## config.mk

```make
export PLATFORM = sky130hd
export DESIGN_NAME = fft_power_spectrum_flat
export DESIGN_NICKNAME = d
export VERILOG_FILES = /design/src/rtl/audio_fe_pkg.sv /design/src/rtl/fft_power_spectrum_if.sv /design/src/rtl/cplx_mag_sq.sv /design/src/rtl/fft_power_spectrum.sv /design/src/flat_wrapper.sv
export SDC_FILE = /design/constraint.sdc
export NUM_CORES = 2
export LEC_CHECK = 0
export CAP_MARGIN = 5
export CORE_MARGIN = 2
export CORE_UTILIZATION = 50
export DETAILED_ROUTE_END_ITERATION = 10
export PLACE_DENSITY = 0.76
export SLEW_MARGIN = 20
export SYNTH_ARGS = -nofsm -noshare
export SYNTH_HDL_FRONTEND = slang
export SYNTH_SLANG_ARGS = --single-unit
```

## constraint.sdc

```tcl
create_clock -name i_clk -period 9.4 [get_ports i_clk]
set_clock_uncertainty 0.1 [all_clocks]
set_input_delay 1.41 -clock i_clk [delete_from_list [all_inputs] [get_ports i_clk]]
set_output_delay 1.41 -clock i_clk [all_outputs]
set_load 0.01 [all_outputs]
```

## src/rtl/audio_fe_pkg.sv

```systemverilog
// Shared definitions for the audio front-end: STFFT-compatible defaults,
// power-spectrum FSM states and counter/bin width helpers.
package audio_fe_pkg;

  localparam int unsigned DEF_IW       = 18;
  localparam int unsigned DEF_FFT_SIZE = 256;
  localparam int unsigned DEF_PW       = 24;
  localparam int unsigned DEF_SHIFT    = 8;

  typedef enum logic [0:0] {
    WAIT_SYNC = 1'b0,
    RUN       = 1'b1
  } fps_state_e;

  function automatic int unsigned cnt_width(input int unsigned fft_size);
    return $clog2(fft_size);
  endfunction

  // Bins 0..FFT_SIZE/2 inclusive.
  function automatic int unsigned bin_width(input int unsigned fft_size);
    return $clog2(fft_size / 2 + 1);
  endfunction

endpackage

```

## src/rtl/fft_power_spectrum_if.sv

```systemverilog
// FFT-bin input stream and power-spectrum output stream of fft_power_spectrum.
interface fft_power_spectrum_if
  import audio_fe_pkg::*;
#(
  parameter int unsigned IW = DEF_IW,
  parameter int unsigned PW = DEF_PW,
  parameter int unsigned BW = bin_width(DEF_FFT_SIZE)
);

  logic            i_ce;
  logic [2*IW-1:0] i_fft_result;
  logic            i_fft_sync;
  logic            o_valid;
  logic [PW-1:0]   o_power;
  logic [BW-1:0]   o_bin;
  logic            o_last;
  logic            o_sat;
  logic            o_frame_err;

  modport slave (
    input  i_ce, i_fft_result, i_fft_sync,
    output o_valid, o_power, o_bin, o_last, o_sat, o_frame_err
  );

  modport master (
    output i_ce, i_fft_result, i_fft_sync,
    input  o_valid, o_power, o_bin, o_last, o_sat, o_frame_err
  );

endinterface

```

## src/rtl/cplx_mag_sq.sv

```systemverilog
// Two-stage |X|^2 pipeline: S1 registers re^2 and im^2, S2 registers their sum.
// A valid bit and an opaque tag travel alongside each sample.
module cplx_mag_sq #(
  parameter int unsigned IW = 18,
  parameter int unsigned TW = 9
) (
  input  logic                 i_clk,
  input  logic                 i_reset_n,
  input  logic                 i_valid,
  input  logic signed [IW-1:0] i_re,
  input  logic signed [IW-1:0] i_im,
  input  logic [TW-1:0]        i_tag,
  output logic                 o_valid,
  output logic [2*IW-1:0]      o_sum,
  output logic [TW-1:0]        o_tag
);

  logic signed [2*IW-1:0] re_x, im_x;
  logic [2*IW-1:0]        sq_re_q, sq_im_q;
  logic [TW-1:0]          tag1_q;
  logic                   valid1_q;

  // Squares are non-negative and below 2^(2*IW-1), so the sum cannot wrap.
  assign re_x = {{IW{i_re[IW-1]}}, i_re};
  assign im_x = {{IW{i_im[IW-1]}}, i_im};

  always_ff @(posedge i_clk) begin
    if (!i_reset_n) begin
      valid1_q <= 1'b0;
      sq_re_q  <= '0;
      sq_im_q  <= '0;
      tag1_q   <= '0;
      o_valid  <= 1'b0;
      o_sum    <= '0;
      o_tag    <= '0;
    end else begin
      valid1_q <= i_valid;
      sq_re_q  <= re_x * re_x;
      sq_im_q  <= im_x * im_x;
      tag1_q   <= i_tag;
      o_valid  <= valid1_q;
      o_sum    <= sq_re_q + sq_im_q;
      o_tag    <= tag1_q;
    end
  end

endmodule

```

## src/rtl/fft_power_spectrum.sv

```systemverilog
// Streaming power spectrum of the non-redundant FFT bins 0..FFT_SIZE/2, with
// frame tracking from the FFT sync pulse and a 3-cycle scaled/saturated output.
module fft_power_spectrum
  import audio_fe_pkg::*;
#(
  parameter int unsigned IW       = DEF_IW,
  parameter int unsigned FFT_SIZE = DEF_FFT_SIZE,
  parameter int unsigned PW       = DEF_PW,
  parameter int unsigned SHIFT    = DEF_SHIFT
) (
  input  logic                  i_clk,
  input  logic                  i_reset_n,
  fft_power_spectrum_if.slave   bus
);

  localparam int unsigned CW = cnt_width(FFT_SIZE);
  localparam int unsigned BW = bin_width(FFT_SIZE);
  localparam int unsigned TW = BW + 1;
  localparam logic [CW-1:0]   HALF = CW'(FFT_SIZE / 2);
  localparam logic [2*IW-1:0] PMAX = {{(2*IW-PW){1'b0}}, {PW{1'b1}}};

  fps_state_e     state_q, state_d;
  logic [CW-1:0]  cnt_q, cnt_d, bin_idx;
  logic           take, keep, err, frame_err_q;
  logic [TW-1:0]  tag_in, tag_s2;
  logic           valid_s2;
  logic [2*IW-1:0] sum_s2, shifted;
  logic           clip;

  logic           valid_q, last_q, sat_q;
  logic [PW-1:0]  power_q;
  logic [BW-1:0]  bin_q;

  // A sync always restarts the frame at bin 0, whatever the counter says.
  assign bin_idx = bus.i_fft_sync ? '0 : cnt_q;

  always_comb begin
    state_d = state_q;
    cnt_d   = cnt_q;
    take    = 1'b0;
    err     = 1'b0;
    if (bus.i_ce) begin
      case (state_q)
        WAIT_SYNC: if (bus.i_fft_sync) begin
          take    = 1'b1;
          state_d = RUN;
          cnt_d   = bin_idx + CW'(1);
        end
        RUN: if (bus.i_fft_sync) begin
          take  = 1'b1;
          err   = (cnt_q != '0);
          cnt_d = bin_idx + CW'(1);
        end else if (cnt_q == '0) begin
          err     = 1'b1;
          state_d = WAIT_SYNC;
        end else begin
          take  = 1'b1;
          cnt_d = cnt_q + CW'(1);
        end
        default: state_d = WAIT_SYNC;
      endcase
    end
  end

  assign keep   = take && (bin_idx <= HALF);
  assign tag_in = {bin_idx == HALF, bin_idx[BW-1:0]};

  always_ff @(posedge i_clk) begin
    if (!i_reset_n) begin
      state_q     <= WAIT_SYNC;
      cnt_q       <= '0;
      frame_err_q <= 1'b0;
    end else begin
      state_q     <= state_d;
      cnt_q       <= cnt_d;
      frame_err_q <= err;
    end
  end

  cplx_mag_sq #(.IW(IW), .TW(TW)) u_mag (
    .i_clk     (i_clk),
    .i_reset_n (i_reset_n),
    .i_valid   (keep),
    .i_re      (bus.i_fft_result[2*IW-1:IW]),
    .i_im      (bus.i_fft_result[IW-1:0]),
    .i_tag     (tag_in),
    .o_valid   (valid_s2),
    .o_sum     (sum_s2),
    .o_tag     (tag_s2)
  );

  assign shifted = sum_s2 >> SHIFT;
  assign clip    = shifted > PMAX;

  always_ff @(posedge i_clk) begin
    if (!i_reset_n) begin
      valid_q <= 1'b0;
      last_q  <= 1'b0;
      sat_q   <= 1'b0;
      power_q <= '0;
      bin_q   <= '0;
    end else begin
      valid_q <= valid_s2;
      last_q  <= valid_s2 && tag_s2[BW];
      sat_q   <= valid_s2 && clip;
      if (valid_s2) begin
        power_q <= clip ? '1 : shifted[PW-1:0];
        bin_q   <= tag_s2[BW-1:0];
      end
    end
  end

  assign bus.o_valid     = valid_q;
  assign bus.o_power     = power_q;
  assign bus.o_bin       = bin_q;
  assign bus.o_last      = last_q;
  assign bus.o_sat       = sat_q;
  assign bus.o_frame_err = frame_err_q;

endmodule
```

## src/flat_wrapper.sv

```systemverilog
// flat-port wrapper written by rule: the top's interface ports become plain ports
module fft_power_spectrum_flat import audio_fe_pkg::*;
#(
  parameter int unsigned IW       = DEF_IW,
  parameter int unsigned FFT_SIZE = DEF_FFT_SIZE,
  parameter int unsigned PW       = DEF_PW,
  parameter int unsigned SHIFT    = DEF_SHIFT
)
  (i_clk, i_reset_n, bus_i_ce, bus_i_fft_result, bus_i_fft_sync, bus_o_valid, bus_o_power, bus_o_bin, bus_o_last, bus_o_sat, bus_o_frame_err);
  fft_power_spectrum_if #(.IW(IW), .PW(PW)) bus_i ();
  input  logic i_clk;
  input  logic i_reset_n;
  input wire logic [$bits(bus_i.i_ce)-1:0] bus_i_ce;
  input wire logic [$bits(bus_i.i_fft_result)-1:0] bus_i_fft_result;
  input wire logic [$bits(bus_i.i_fft_sync)-1:0] bus_i_fft_sync;
  output wire logic [$bits(bus_i.o_valid)-1:0] bus_o_valid;
  output wire logic [$bits(bus_i.o_power)-1:0] bus_o_power;
  output wire logic [$bits(bus_i.o_bin)-1:0] bus_o_bin;
  output wire logic [$bits(bus_i.o_last)-1:0] bus_o_last;
  output wire logic [$bits(bus_i.o_sat)-1:0] bus_o_sat;
  output wire logic [$bits(bus_i.o_frame_err)-1:0] bus_o_frame_err;
  assign bus_i.i_ce = bus_i_ce;
  assign bus_i.i_fft_result = bus_i_fft_result;
  assign bus_i.i_fft_sync = bus_i_fft_sync;
  assign bus_o_valid = bus_i.o_valid;
  assign bus_o_power = bus_i.o_power;
  assign bus_o_bin = bus_i.o_bin;
  assign bus_o_last = bus_i.o_last;
  assign bus_o_sat = bus_i.o_sat;
  assign bus_o_frame_err = bus_i.o_frame_err;
  fft_power_spectrum #(.IW(IW), .FFT_SIZE(FFT_SIZE), .PW(PW), .SHIFT(SHIFT)) u_core (.i_clk(i_clk), .i_reset_n(i_reset_n), .bus(bus_i));
endmodule
```

==> summary.txt <==
Clocking
  • Clock slew at reported path FFs: 0.07 ns
  • Sink Count: 161
  • Worst skew pair latency: approximately 0.43 ns
  • CTS Hold Bufs: 0
  • Post-CTS sizing: 0
  • CTS tree: done
  • Clock root buffer: clkbuf_16
  • Post-CTS Setup Bufs: 0
  • CTS max path bufs: 2
  • H-Tree Depth: 4
  • TritonCTS Buffers: 17

Critical path
  • CP cell instances: clkdlybuf4s50_1 > inv_1 > nor2_1 > fa_1 > inv_1 > fa_1 > inv_1 > ha_1 > inv_1 > fa_1 > inv_1 > fa_1 > inv_1 > fa_1 > inv_1 > ha_1 > nand3_1 > nor2_1 > nand4_1 > o221a_2 > o41ai_1 > xnor2_1 > and2_1
  • Worst path depth: 23
  • Worst setup EP type: flop
  • Worst endpoint data arrival time: just over 8 ns
  • CP Buf/Inv Count: 8
  • Critical Path Max Stage Delay: 0.86 ns
  • Max Fanout on Critical Path: 11
  • Slowest cell on crit path: clkdlybuf4s50_1
  • Worst Path Required: between 9 and 10 ns
  • Largest delay contributor family on the critical path: adder cells
  • Setup CP Type: in -> reg
  • Top cell by count, worst path: inv_1
  • Reg2reg path depth: 10
  • Crit start category: input pin

Placement
  • Placed cell count: 3789
  • IO Port Bufs: 75
  • Final GP Congestion: slightly below 0.9
  • Post-DP HPWL: around 48000 um

Floorplan
  • Die Height: roughly 240 um
  • Initial core utilization: 50.6%
  • Core area: between 50000 and 60000 um2
  • IO Pins: 76
  • Rows: 86
  • Die area: roughly 58000 um2
  • Die Width: about 240 um

Synthesis
  • Post-synth EDFFs: 0
  • Register area share after synthesis: 11.6%
  • Syn Area/Cell: just over 9 um2
  • Async SR Flop Fraction: 0%
  • Post-Syn Nets: 3906
  • Library cells used by synthesis: 67
  • Synthesized flop and latch total: 161
  • Syn Std Cell Area: 27900 um2
  • Yosys synthesis warning count: 0
  • Main synth FF type: dfxtp_1
  • Post-synthesis cell count: about 3.0k

Final layout
  • # fillers: 4881
  • FF+latch area: 3220 um2
  • Fin cells: between 3k and 4k
  • Area delta synth->final: 7.92%
  • Share of layout cells above drive strength 1: about 3.6%
  • Total Nets Final: 3939
  • Area of the multi-input gates: roughly 21000 um2
  • N_diodes: 0

Hold path
  • Hold path cells: 1
  • HP Class: reg -> reg

Timing
  • Total Neg Setup Slack: 0 ns
  • Highest clock rate: about 0.12 GHz
  • Period minus WS final: just over 8 ns
  • Max Slew Vio Count: 0
  • Final setup vio count: 0
  • Rel. slew slack: about a third
  • Unrepaired setup endpoints after global routing: no
  • Final hold vios: 0
  • Period utilization: about 86%
  • Worst slew pin tran: between 1 and 1.5 ns

Drt
  • Via-to-Cell Ratio: 5.06
  • Drc violations: 0
  • First-pass detailed-route iteration total: 6
  • Starting DRT DRC Count: roughly 1.1k
  • Total Routed Length: ~57000 um
  • Routed Antenna Nets: 0
  • Vias: roughly 19k
  • DR WL/cell: 14.9 um

GRT
  • Grt ovf: 0
  • GR Layer Usage met3: 3.23%
  • Overall routing resource usage: between 20% and 30%
  • GR Util met2: 38.4%
  • Vias in the first global route: roughly 21k
  • GR Util met1: 26.5%
  • Busiest grt layer: met2
  • First-pass GRT wire length: 98200 um
  • Initial antenna violation count: 0
  • Pin count of the biggest net entering global routing: 87

Flow run
  • Maximum Capacitance Violations: 0

Outcome
  • Status: finished, final reports clean
[sequential cells by signal, indices dropped and copies added (netlist names)]
| register | flops |
|---|---|
| u_core.u_mag.sq_im_q | 34 |
| u_core.u_mag.sq_re_q | 34 |
| u_core.u_mag.o_sum | 28 |
| u_core.bus.o_power | 24 |
| u_core.u_mag.o_tag | 9 |
| u_core.u_mag.tag1_q | 9 |
| u_core.bus.o_bin | 8 |
| u_core.cnt_q | 8 |
| u_core.bus.o_frame_err | 1 |
| u_core.bus.o_last | 1 |
| u_core.bus.o_sat | 1 |
| u_core.bus.o_valid | 1 |
| u_core.state_q | 1 |
| u_core.u_mag.o_valid | 1 |
| u_core.u_mag.valid1_q | 1 |
[cells in the final DEF, fill, tap and decap left out, types with 5 or more instances in the layout]
cell / n
clkbuf_16: 17
nor2b_1: 18
clkinv_8: 5
a31o_2: 6
mux2i_1: 15
nand2b_1: 17
nand2_1: 267
clkdlybuf4s50_1: 74
buf_4: 33
o21bai_1: 11
ha_1: 252
nor2_1: 166
a21o_1: 33
a21oi_1: 80
o21a_1: 9
a211oi_1: 8
or3_1: 6
dfxtp_1: 161
o21ai_0: 41
a31oi_1: 11
and3_1: 16
o21ai_1: 5
o221a_2: 25
nand4_1: 8
inv_1: 854
nand3_1: 28
xor2_1: 40
fa_1: 587
xnor2_1: 76
and2_1: 96
nor3_1: 26
inv_8: 6
[layer usage]
layer / vias up / wire (um)
met1: 9723 / 23100
li1: 9076 / -
met5: - / 0
met4: 0 / 1430
met3: 108 / 2870
met2: 428 / 29600
[worst register-to-register path, cell delays in order, from the launching register on]
cell	delay, ns
dfxtp_1	0.33
ha_1	0.35
a211o_1	0.29
a2111o_1	0.36
o22ai_2	0.30
o21ai_1	0.20
a221oi_1	0.39
o21bai_1	0.15
a21oi_1	0.19
xor2_1	0.30
nor2_1	0.07
[kinds of logic after synthesis]
family	count (synthesis)	synth area share [%]
AOI/OAI and AO/OA	274	6.99
xor gates and xnor gates	116	3.64
adders and majority gates	839	53.4
buffers and inverters	950	12.8
DFF	161	11.6
muxes	15	0.538
and+or+nand+nor	672	11.1
[cells in the mapped netlist (26+ instances only)]
master    instances  area [um2]
and2_1           96         601
xnor2_1          76         666
xor2_1           40         350
a21oi_1          80         400
a21o_1           33         248
fa_1            587       11800
nand3_1          28         140
nand2_1         267        1000
ha_1            252        3150
nor3_1           26         130
inv_1           855        3210
nor2_1          166         623
dfxtp_1         161        3220
clkbuf_1         82         308
o21ai_0          41         205
[area by class of cell]
class	count	area share, %
Tap cell	748	3.11
Timing Repair Buffer	108	3.30
Clock inverter	15	0.681
Clock buffer	17	1.41
Inverter	856	10.7
Sequential cell	161	10.7
Multi-Input combinational cell	1916	70.1
[through the flow]
step | cell area, um2 | hold slack [ns] | worst slack [ns] | utilization, %
floorplan | 27900 | 0.312 | 1.86 | -
global placement | 29500 | 0.314 | 1.01 | 53.5
detailed placement | 29500 | 0.319 | 0.890 | 53.5
CTS | 30100 | 0.333 | 1.33 | 54.7
global route | 30100 | 0.341 | 0.849 | 54.7
finish | 30100 | 0.332 | 1.32 | 54.7
[final timing paths]
| check | from | to | slack, ns |
|---|---|---|---|
| setup / recovery | bus_i_fft_result[20] | u_core.u_mag.sq_re_q[35]$_SDFF_PN0_ | 1.32 |
| hold / removal | u_core.u_mag.tag1_q[0]$_SDFF_PN0_ | u_core.u_mag.o_tag[0]$_SDFF_PN0_ | 0.33 |
| setup reg to reg | u_core.u_mag.sq_re_q[9]$_SDFF_PN0_ | u_core.u_mag.o_sum[25]$_SDFF_PN0_ | 6.23 |
| hold reg to reg | u_core.u_mag.tag1_q[0]$_SDFF_PN0_ | u_core.u_mag.o_tag[0]$_SDFF_PN0_ | 0.33 |
Power is not shown: default switching activity piles up to over one toggle a cycle in this logic, so the estimate is an artifact.
